[config.mk]
export PLATFORM = sky130hd
export DESIGN_NAME = fifo_byte_reader_flat
export DESIGN_NICKNAME = d
export VERILOG_FILES = /design/src/rtl/fifo_byte_reader_if.sv /design/src/rtl/fifo_byte_reader.sv /design/src/flat_wrapper.sv
export SDC_FILE = /design/constraint.sdc
export NUM_CORES = 1
export LEC_CHECK = 0
export CAP_MARGIN = 20
export CORE_UTILIZATION = 51
export DETAILED_ROUTE_END_ITERATION = 7
export PLACE_DENSITY_LB_ADDON = 0.08
export SLEW_MARGIN = 0
export SYNTH_ARGS = -nofsm -noshare
export SYNTH_HDL_FRONTEND = slang
export SYNTH_SLANG_ARGS = --single-unit
export TNS_END_PERCENT = 5
[constraint.sdc]
create_clock -name clk -period 3.5 [get_ports clk]
set_clock_uncertainty 0.2 [all_clocks]
set_input_delay 0.525 -clock clk [delete_from_list [all_inputs] [get_ports clk]]
set_output_delay 0.525 -clock clk [all_outputs]
set_load 0.01 [all_outputs]
[src/rtl/fifo_byte_reader_if.sv]
// Bus bundle for the FIFO byte reader: the FIFO read side and the byte stream.
//
// Handshake rules:
//   - FIFO side: fifo_rd_en is a one-cycle read request. It is raised only
//     while fifo_empty is low. fifo_data is valid in the cycle after the request.
//   - Stream side: m_valid/m_ready follow strict valid/ready semantics. A byte
//     moves on a rising clk edge where both are high. Once m_valid rises,
//     m_data, m_last and m_valid stay stable until that transfer happens.
//     m_valid never depends on m_ready. m_last marks the 4th byte of a word.
interface fifo_byte_reader_if;
    logic        fifo_empty;
    logic        fifo_rd_en;
    logic [31:0] fifo_data;
    logic [7:0]  m_data;
    logic        m_valid;
    logic        m_ready;
    logic        m_last;

    // The reader side: pulls words from the FIFO and sources the byte stream.
    modport master (
        input  fifo_empty,
        input  fifo_data,
        input  m_ready,
        output fifo_rd_en,
        output m_data,
        output m_valid,
        output m_last
    );

    // The environment side: the FIFO plus the downstream byte sink.
    modport slave (
        output fifo_empty,
        output fifo_data,
        output m_ready,
        input  fifo_rd_en,
        input  m_data,
        input  m_valid,
        input  m_last
    );
endinterface

[src/rtl/fifo_byte_reader.sv]
// FIFO byte reader: pops 32-bit words from a FIFO and emits them as four bytes
// on a valid/ready byte stream. MSB_FIRST selects the byte order.
module fifo_byte_reader #(
    parameter bit MSB_FIRST = 1'b0
) (
    input  logic                       clk,
    input  logic                       rst,
    fifo_byte_reader_if.master         bus,
    output logic                       busy,
    output logic [7:0]                 word_count,
    output logic [1:0]                 state_dbg
);

    typedef enum logic [1:0] {
        IDLE = 2'd0,
        REQ  = 2'd1,
        CAP  = 2'd2,
        SEND = 2'd3
    } state_t;

    state_t      state;
    state_t      state_next;
    logic [1:0]  idx;
    logic [1:0]  idx_next;
    logic [31:0] hold;
    logic [31:0] hold_next;
    logic [7:0]  count_next;
    logic [1:0]  sel;
    logic        xfer;

    // A byte moves only when presented and accepted. m_ready is ignored otherwise.
    assign xfer = (state == SEND) && bus.m_ready;

    // Byte lane within the holding register that is currently presented.
    assign sel = MSB_FIRST ? (2'd3 - idx) : idx;

    // Next-state logic. fifo_empty is looked at only in IDLE and on the
    // final-byte transfer, so a read is never issued against an empty FIFO.
    always_comb begin
        state_next = state;
        idx_next   = idx;
        hold_next  = hold;
        count_next = word_count;
        case (state)
            IDLE: begin
                if (!bus.fifo_empty) begin
                    state_next = REQ;
                end
            end
            REQ: begin
                state_next = CAP;
            end
            CAP: begin
                hold_next  = bus.fifo_data;
                idx_next   = 2'd0;
                state_next = SEND;
            end
            SEND: begin
                if (xfer) begin
                    if (idx == 2'd3) begin
                        count_next = word_count + 8'd1;
                        state_next = bus.fifo_empty ? IDLE : REQ;
                    end else begin
                        idx_next = idx + 2'd1;
                    end
                end
            end
            default: begin
                state_next = IDLE;
            end
        endcase
    end

    // State, byte index, holding register and word counter. Reset wins over
    // everything and drops any partially sent word.
    always_ff @(posedge clk) begin
        if (rst) begin
            state      <= IDLE;
            idx        <= 2'd0;
            hold       <= 32'h0;
            word_count <= 8'h00;
        end else begin
            state      <= state_next;
            idx        <= idx_next;
            hold       <= hold_next;
            word_count <= count_next;
        end
    end

    // Outputs decoded from the registered state. Data is forced to zero
    // outside SEND so the stream is quiet when nothing is presented.
    always_comb begin
        bus.fifo_rd_en = (state == REQ);
        bus.m_valid    = (state == SEND);
        bus.m_last     = (state == SEND) && (idx == 2'd3);
        bus.m_data     = 8'h00;
        if (state == SEND) begin
            bus.m_data = hold[{sel, 3'b000} +: 8];
        end
        busy      = (state != IDLE);
        state_dbg = state;
    end

endmodule

[src/flat_wrapper.sv]
// flat-port wrapper written by rule: the top's interface ports become plain ports
module fifo_byte_reader_flat 
#(
    parameter bit MSB_FIRST = 1'b0
)
  (clk, rst, busy, word_count, state_dbg, bus_fifo_empty, bus_fifo_data, bus_m_ready, bus_fifo_rd_en, bus_m_data, bus_m_valid, bus_m_last);
  fifo_byte_reader_if bus_i ();
  input  logic clk;
  input  logic rst;
  output logic busy;
  output logic [7:0] word_count;
  output logic [1:0] state_dbg;
  input wire logic [$bits(bus_i.fifo_empty)-1:0] bus_fifo_empty;
  input wire logic [$bits(bus_i.fifo_data)-1:0] bus_fifo_data;
  input wire logic [$bits(bus_i.m_ready)-1:0] bus_m_ready;
  output wire logic [$bits(bus_i.fifo_rd_en)-1:0] bus_fifo_rd_en;
  output wire logic [$bits(bus_i.m_data)-1:0] bus_m_data;
  output wire logic [$bits(bus_i.m_valid)-1:0] bus_m_valid;
  output wire logic [$bits(bus_i.m_last)-1:0] bus_m_last;
  assign bus_i.fifo_empty = bus_fifo_empty;
  assign bus_i.fifo_data = bus_fifo_data;
  assign bus_i.m_ready = bus_m_ready;
  assign bus_fifo_rd_en = bus_i.fifo_rd_en;
  assign bus_m_data = bus_i.m_data;
  assign bus_m_valid = bus_i.m_valid;
  assign bus_m_last = bus_i.m_last;
  fifo_byte_reader #(.MSB_FIRST(MSB_FIRST)) u_core (.clk(clk), .rst(rst), .bus(bus_i), .busy(busy), .word_count(word_count), .state_dbg(state_dbg));
endmodule
==> results.ini, run 1 <==
[power_and_ir_drop]
switching_share_pct=31.0
finalPower_uw=1460
leakage_uw=0.000996
p_seq_share_pct=44.5
powerDensity_mw_per_mm2=541
p_clk_share_pct=19.8
peakVddDrop_mv=0.494
intPower_uw=1000
power.switching_uw=452
power_frac_comb_pct=35.8

[sta]
rsz0062_at_grt=false
hold_viol=0
setup_ws_ns=0.521
fin_crit_ns=2.98
fmax_ghz=0.336
slew_headroom_pct=56.7
min_period_over_period_pct=85.1
setup_violations=0
finalMaxSlewViolations=0
timing.setup.tns_ns=0
worst_pin_slew_ns=0.648

[global_route]
grt_first_pass_wirelength_mm=6.96
antenna_found_initial=0
grt.overflow.total=0
track_usage_pct=21.9
grt_pass1_vias=1592
grt_start_max_net_pins=45

[clocking]
cts_sinks=44
clk_latency_ns=0.29
h-tree-depth=2
clkSlewWorstSetupHoldPaths_ns=0.08
cts_inserted_buffers=5
postCtsSetupBuffers=0
cts_tree=done
cts_resized=0
cts_hold_buffers=0
cts_root_buf=clkbuf_8
clk_path_buf_depth=2

[critical_path]
r2r_cells=5
crit_fanout=11
crit_required_ns=2.77
critical_path_arrival_ns=2.25
start_kind=register
rrSetupSlack_ns=1.34
setup.worst_path.end_class=output port
path_class=register to output port
startpoint=u_core.idx[0]
r2r_end=u_core.state_dbg[0]
timing.rr.start=u_core.idx[0]

[floorplan]
pin_count=58
start_util_pct=54.0
fp.dieArea_mm2=0.00422
die_h_um=65.0
die-width_um=65.0
rows=22
coreArea_mm2=0.00374

[synthesis]
async_flop_share_pct=0
syn_area_mm2=0.00202
synth_cell_type_count=27
muxShareOfSynthArea_pct=26.2
synth_top_family_by_area=multiplexers
ys_seq_area_share_pct=43.6
synth_area_per_cell_um2=10.4
synthAdderAreaFrac_pct=4.95
synth_edf_count=0
synth.most_common_cell=dfxtp_1
yosys_warnings=0
syn_nets=239
netlist_top_cells_area=dfxtp_1 44%, mux2i_1 17%, mux4_2 8.9%, nor2_1 7.4%, ha_1 5.0%
synth_top_area_share_pct=43.6
synth-simple-area-share_pct=16.3
synth_xor_area_share_pct=2.17
yosys-top-cells-count=44 x dfxtp_1, 40 x nor2_1, 35 x mux2i_1
synth_compound_gate_area_share_pct=3.28
ys_seq_elements=44
synthDominantAreaCellType=dfxtp_1
yosys_most_used_dff=dfxtp_1
netlist_instances=195

[worst_hold_path]
hold_depth=2
min_to=u_core.hold[25]
hold_class=register to register
min_from=u_core.hold[25]

[routing]
wl_mm=4.19
wl_met2_mm=2.13
routedLengthMet1_mm=1.83
drc=0
drtIter0Drc=47
num_vias=1543
maxUsedRoutingLayer=met4
route.met3.wl_um=179
ant_nets=0
via_per_inst=5.21
first_pass_iters=4
drt-wirelength-per-cell_um=14.1

[final_layout]
nNetsFinal=292
layout-drive-gt1-share_pct=7.66
n_antenna_cell=0
layout.cell_area.non_filler_mm2=0.00269
utilization_pct=71.9
layout-area-overhead-vs-synth_pct=33.1

[placement]
post-dp-hpwl_mm=2.99
place_area_mm2=0.00261
place.gp.congestion=0.687
port_buffers=57
dp_slack_ns=0.797

[run_status]
status=finished, final reports clean

[job]
maxCapViolations=0

==> placed cells by master, fill, tap and decap left out, types with 4 or more instances in the layout <==
cell type	Yosys	routed
mux2i_1	35	35
dfxtp_1	44	44
nand2_1	7	7
clkdlybuf4s50_1	0	57
and2_1	9	9
ha_1	8	7
nor2_1	40	40
mux4_2	8	8
inv_1	4	4
clkbuf_8	0	5
==> sequential cells by signal, indices dropped and copies added, names as in the netlist <==
| name | flops |
|---|---|
| u_core.state_dbg | 2 |
| u_core.hold | 32 |
| u_core.word_count | 8 |
| u_core.idx | 2 |
==> worst max path at each step <==
stage | endpoint | slack, ns
after floorplan | bus_m_data[0] | 1.51
after global placement | bus_m_data[0] | 0.81
after detailed placement | bus_m_data[4] | 0.80
after CTS | bus_m_data[4] | 0.47
after global routing | bus_m_data[4] | 0.36
final | bus_m_data[4] | 0.52
==> per-layer routing <==
metal  up-vias  GRT usage (%)
li1        772              -
met1       730           24.1
met2        36           40.4
met3         5           5.81
met4         0           6.67
met5         -              0
==> kinds of logic (layout without fill, tap and decap cells) <==
kind of cell	Yosys count	after routing
AO/OA/AOI/OAI	11	11
XOR/XNOR	5	5
adder cells (fa/ha/maj)	8	8
buffers and inverters	17	70
flip-flops	44	44
multiplexers	43	43
AND/OR/NAND/NOR	67	67
==> per-stage QoR <==
stage	hold slack (ns)	cells
floorplan	0.255	195
global placement	0.270	289
detailed placement	0.281	289
CTS	0.300	296
global route	0.327	296
finish	0.292	296
==> power by group through the flow <==
stage	clock (uW)	combinational, uW	sequential, uW
global route	322	573	659
finish	288	521	648
detailed placement	0	524	659
global placement	0	495	653
CTS	298	529	647
floorplan	0	361	645
==> worst max-delay path: stages (launching register included) <==
cell	delay (ns)
dfxtp_1	0.74
mux4_2	0.58
and2_1	0.17
clkdlybuf4s50_1	0.47
==> cell type report <==
class	count	area (um^2)
repair buffers	59	586
well taps	48	60.1
inverters	4	15.0
multi-input cells	134	1070
clock inverters	1	5.00
flip-flops and latches	44	881
fillers	296	1050
clock buffers	6	72.6
(Power assumes the default switching activity.)
==> run 2: changes to the inputs <==
--- a/config.mk
+++ b/config.mk
@@ -7,7 +7,9 @@
 export LEC_CHECK = 0
 export CAP_MARGIN = 20
 export CORE_UTILIZATION = 51
+export CTS_CLUSTER_DIAMETER = 120
 export DETAILED_ROUTE_END_ITERATION = 7
+export MAX_ROUTING_LAYER = met4
 export PLACE_DENSITY_LB_ADDON = 0.08
 export SLEW_MARGIN = 0
 export SYNTH_ARGS = -nofsm -noshare
==> results.ini, run 2 (same netlist as run 1, synthesis figures left out) <==
[sta]
min_period_over_period_pct=85.4  ; +0.26 points
rsz0062_at_grt=false
finalMaxSlewViolations=0  ; unchanged
slew_headroom_pct=56.0  ; -0.73 points
setup_violations=0  ; unchanged
worst_pin_slew_ns=0.659  ; +0.0109 ns
fmax_ghz=0.335  ; -0.30%
timing.setup.tns_ns=0  ; unchanged
hold_viol=0  ; unchanged
fin_crit_ns=2.99  ; +0.00893 ns

[floorplan]
coreArea_mm2=0.00374  ; unchanged
start_util_pct=54.0  ; unchanged
fp.dieArea_mm2=0.00422  ; unchanged
rows=22  ; unchanged
die_h_um=65.0  ; unchanged
die-width_um=65.0  ; unchanged
pin_count=58  ; unchanged

[clocking]
cts_root_buf=clkbuf_8
cts_sinks=44  ; unchanged
cts_hold_buffers=0  ; unchanged
h-tree-depth=2  ; unchanged
cts_tree=done
clkSlewWorstSetupHoldPaths_ns=0.08  ; about the same
clk_latency_ns=0.29  ; about the same
cts_inserted_buffers=5  ; unchanged
cts_resized=0  ; unchanged
clk_path_buf_depth=2  ; unchanged
postCtsSetupBuffers=0  ; unchanged

[global_route]
grt.overflow.total=0  ; unchanged
grt_pass1_vias=1588  ; -0.25%
track_usage_pct=22.5  ; +0.61 points
grt_start_max_net_pins=45  ; unchanged
antenna_found_initial=0  ; unchanged
grt_first_pass_wirelength_mm=6.96  ; unchanged

[final_layout]
utilization_pct=71.9  ; unchanged
largest_register=u_core.hold
final_cell_mix=57 x clkdlybuf4s50_1, 44 x dfxtp_1, 40 x nor2_1, 35 x mux2i_1, 9 x and2_1
largest_register_ffs=32  ; unchanged
layout-drive-gt1-share_pct=7.66  ; unchanged
nNetsFinal=292  ; unchanged
top_regs=u_core.hold (32), u_core.word_count (8)
layout-area-overhead-vs-synth_pct=33.1  ; unchanged
final.fill_count=296  ; unchanged
n_antenna_cell=0  ; unchanged
final_common_cell=clkdlybuf4s50_1

[routing]
ant_nets=0  ; unchanged
first_pass_iters=3  ; -1
drc=0  ; unchanged
maxUsedRoutingLayer=met4
drt-wirelength-per-cell_um=14.1  ; -0.26%
route.met3.wl_um=179  ; unchanged
num_vias=1551  ; +0.52%
via_per_inst=5.24  ; +0.52%
wl_mm=4.18  ; -0.26%
drtIter0Drc=35  ; -26%
wl_met2_mm=2.15  ; +0.56%
routedLengthMet1_mm=1.81  ; -1.1%

[critical_path]
setup.worst_path.end_class=output port
startpoint=u_core.idx[0]
crit_fanout=11  ; unchanged
path_class=register to output port
crit_required_ns=2.77  ; about the same
timing.rr.start=u_core.idx[0]
critical_path_arrival_ns=2.26  ; about the same
start_kind=register

[job]
maxCapViolations=0  ; unchanged

[worst_hold_path]
min_from=u_core.hold[25]
hold_class=register to register

[placement]
place.gp.congestion=0.694  ; +1.0%
port_buffers=57  ; unchanged
post-dp-hpwl_mm=2.99  ; unchanged

[power_and_ir_drop]
power.switching_uw=452  ; -0.11%
switching_share_pct=31.0  ; about the same
p_seq_share_pct=44.4  ; about the same
intPower_uw=1000  ; about the same
peakVddDrop_mv=0.493  ; -0.13%
p_clk_share_pct=19.8  ; about the same
leakage_uw=0.000996  ; unchanged
power_frac_comb_pct=35.8  ; about the same
powerDensity_mw_per_mm2=541  ; about the same

[run_status]
status=finished, final reports clean

-- run 2: cell counts in the layout (fill, tap and decap cells not counted) --
Identical to the previous run, type by type.
-- run 2: layout make-up --
class | count | area [um^2] | share of cell area, %
Clock buffer | 6 | 72.6 | 2.70
Clock inverter | 1 | 5.00 | 0.186
Inverter | 4 | 15.0 | 0.558
Multi-Input combinational cell | 134 | 1070 | 39.8
Sequential cell | 44 | 881 | 32.7
Tap cell | 48 | 60.1 | 2.23
Timing Repair Buffer | 59 | 586 | 21.8
-- run 2: power by group through the flow --
| stage | logic, uW | registers, uW | clock network [uW] |
|---|---|---|---|
| final | 521 | 647 | 288 |
| after global routing | 573 | 659 | 322 |
| after CTS | 529 | 647 | 298 |
| after detailed placement | 524 | 659 | 0 |
| after global placement | 495 | 653 | 0 |
| after floorplan | 361 | 645 | 0 |
-- run 2: layer usage --
metal | global-route usage, % | vias up
met4 | 6.67 | 0
met1 | 24.0 | 738
met2 | 40.5 | 36
met5 | - | -
li1 | - | 772
met3 | 5.81 | 5
-- run 2: per-stage QoR --
stage               total power, uW  setup WS, ns  std cells  hold slack, ns  cell area, um^2
floorplan                      1010          1.51        195           0.255             2020
global placement               1150         0.814        289           0.270             2610
detailed placement             1180         0.797        289           0.281             2610
CTS                            1470         0.467        296           0.300             2690
global route                   1550         0.357        296           0.327             2690
finish                         1460         0.512        296           0.293             2690
-- run 2: path summary, 6_finish.rpt --
check             cells past startpoint             endpoint  slack, ns
hold / removal                        2      u_core.hold[25]       0.29
hold reg to reg                       2      u_core.hold[25]       0.29
setup / recovery                      3        bus_m_data[4]       0.51
setup reg to reg                      5  u_core.state_dbg[0]       1.33
-- run 2: critical path, cell delays in order, from the launching register on --
cell,delay [ns]
dfxtp_1,0.75
mux4_2,0.59
and2_1,0.17
clkdlybuf4s50_1,0.47
==> run 3: changes to the inputs <==
--- a/config.mk
+++ b/config.mk
@@ -9,6 +9,7 @@
 export CORE_UTILIZATION = 51
 export CTS_CLUSTER_DIAMETER = 120
 export DETAILED_ROUTE_END_ITERATION = 7
+export GPL_TIMING_DRIVEN = 0
 export MAX_ROUTING_LAYER = met4
 export PLACE_DENSITY_LB_ADDON = 0.08
 export SLEW_MARGIN = 0
==> results.ini, run 3 (same netlist as run 1, synthesis figures left out) <==
[critical_path]
crit_required_ns=2.77  ; about the same
start_kind=register
timing.rr.start=u_core.state_dbg[1]
path_class=register to output port
crit_fanout=10  ; -1
startpoint=u_core.idx[0]
critical_path_arrival_ns=2.14  ; -0.12 ns
setup.worst_path.end_class=output port

[clocking]
cts_sinks=44  ; unchanged
clk_latency_ns=0.29  ; about the same
cts_tree=done
h-tree-depth=2  ; unchanged
clk_path_buf_depth=2  ; unchanged
cts_root_buf=clkbuf_8
postCtsSetupBuffers=0  ; unchanged
clkSlewWorstSetupHoldPaths_ns=0.08  ; about the same
cts_hold_buffers=0  ; unchanged
cts_inserted_buffers=5  ; unchanged
cts_resized=0  ; unchanged

[final_layout]
nNetsFinal=302  ; +3.4%
top_regs=u_core.hold (32), u_core.word_count (8)
layout-drive-gt1-share_pct=8.88  ; +1.2 points
final_cell_mix=56 x clkdlybuf4s50_1, 44 x dfxtp_1, 40 x nor2_1, 35 x mux2i_1, 9 x and2_1
layout.cell_area.non_filler_mm2=0.00275  ; +2.2%
largest_register_ffs=32  ; unchanged
largest_register=u_core.hold
n_antenna_cell=0  ; unchanged
layout-area-overhead-vs-synth_pct=36.0
final_common_cell=clkdlybuf4s50_1
final_cells=307  ; +3.7%

[power_and_ir_drop]
power.switching_uw=467  ; +3.3%
powerDensity_mw_per_mm2=562  ; +3.9%
p_seq_share_pct=41.7  ; -2.7 points
intPower_uw=1080  ; +7.4%
p_clk_share_pct=24.2  ; +4.4 points
switching_share_pct=30.2  ; -0.83 points
peakVddDrop_mv=0.378  ; -23%
leakage_uw=0.00104  ; +4.2%
power_frac_comb_pct=34.0  ; -1.8 points

[sta]
timing.setup.tns_ns=0  ; unchanged
slew_headroom_pct=63.0  ; +7.0 points
rsz0062_at_grt=false
setup_violations=0  ; unchanged
worst_pin_slew_ns=0.555  ; -0.104 ns
hold_viol=0  ; unchanged
fin_crit_ns=2.86  ; -0.123 ns
finalMaxSlewViolations=0  ; unchanged
min_period_over_period_pct=81.8  ; -3.5 points
fmax_ghz=0.349  ; +4.3%

[routing]
wl_mm=4.28  ; +2.4%
first_pass_iters=4  ; +1
via_per_inst=5.15  ; -1.7%
drtIter0Drc=72  ; +110%
drt-wirelength-per-cell_um=13.9  ; -1.2%
num_vias=1582  ; +2.0%
drc=0  ; unchanged
ant_nets=0  ; unchanged

[global_route]
grt_pass1_vias=1515  ; -4.6%
grt_first_pass_wirelength_mm=7.07  ; +1.6%
grt_start_max_net_pins=14  ; -69%
antenna_found_initial=0  ; unchanged
track_usage_pct=23.1  ; +0.63 points
grt.overflow.total=0  ; unchanged

[floorplan]
die_h_um=65.0  ; unchanged
start_util_pct=54.0  ; unchanged
rows=22  ; unchanged
pin_count=58  ; unchanged
die-width_um=65.0  ; unchanged
coreArea_mm2=0.00374  ; unchanged
fp.dieArea_mm2=0.00422  ; unchanged

[placement]
port_buffers=56  ; -1.8%
place_area_mm2=0.00264  ; +1.1%
place.gp.congestion=0.728  ; +4.8%
post-dp-hpwl_mm=3.00  ; about the same
placed_cells_incl_taps=299  ; +3.5%

[job]
maxCapViolations=0  ; unchanged

[worst_hold_path]
min_from=u_core.hold[17]
hold_class=register to register

[run_status]
status=finished, final reports clean

-- run 3: layout make-up --
type	instances	area, um^2
flip-flops and latches	44	881
plain buffers	13	56.3
clock inverters	2	35.0
clock buffers	6	72.6
fillers	301	993
repair buffers	56	561
well taps	48	60.1
inverters	4	15.0
multi-input cells	134	1070
-- run 3: routing by layer --
layer / part of all wire [%] / global-route usage [%] / wire, um
met3: 5.5 / 4.23 / 237
met4: 1.4 / 8.61 / 58
met2: 49 / 38.7 / 2080
met5: 0 / - / 0
met1: 45 / 27.6 / 1910
-- run 3: final timing paths --
kind	depth (start not counted)	slack (ns)	end
worst max-delay path	4	0.64	bus_m_data[0]
worst min-delay path	2	0.30	u_core.hold[17]
worst max register to register	6	1.52	u_core.idx[0]
worst min register to register	2	0.30	u_core.hold[17]
-- run 3: power by group through the flow --
stage | logic (uW) | clock network [uW] | registers [uW]
after floorplan | 361 | 0 | 645
after global placement | 514 | 0 | 653
after detailed placement | 524 | 0 | 656
after CTS | 531 | 380 | 645
after global routing | 575 | 403 | 659
final | 526 | 375 | 645
-- run 3: worst max-delay path: stages (launching register included) --
cell	delay, ns
dfxtp_1	0.35
buf_2	0.31
mux4_2	0.54
and2_1	0.17
clkdlybuf4s50_1	0.47
-- run 3: per-stage QoR --
step,utilization (%),setup slack [ns],hold WS [ns],power [uW]
after floorplan,-,1.51,0.255,1010
after global placement,70.6,0.964,0.272,1170
after detailed placement,70.6,0.942,0.276,1180
after CTS,73.5,0.602,0.299,1560
after global routing,73.5,0.531,0.313,1640
final,73.5,0.635,0.297,1550
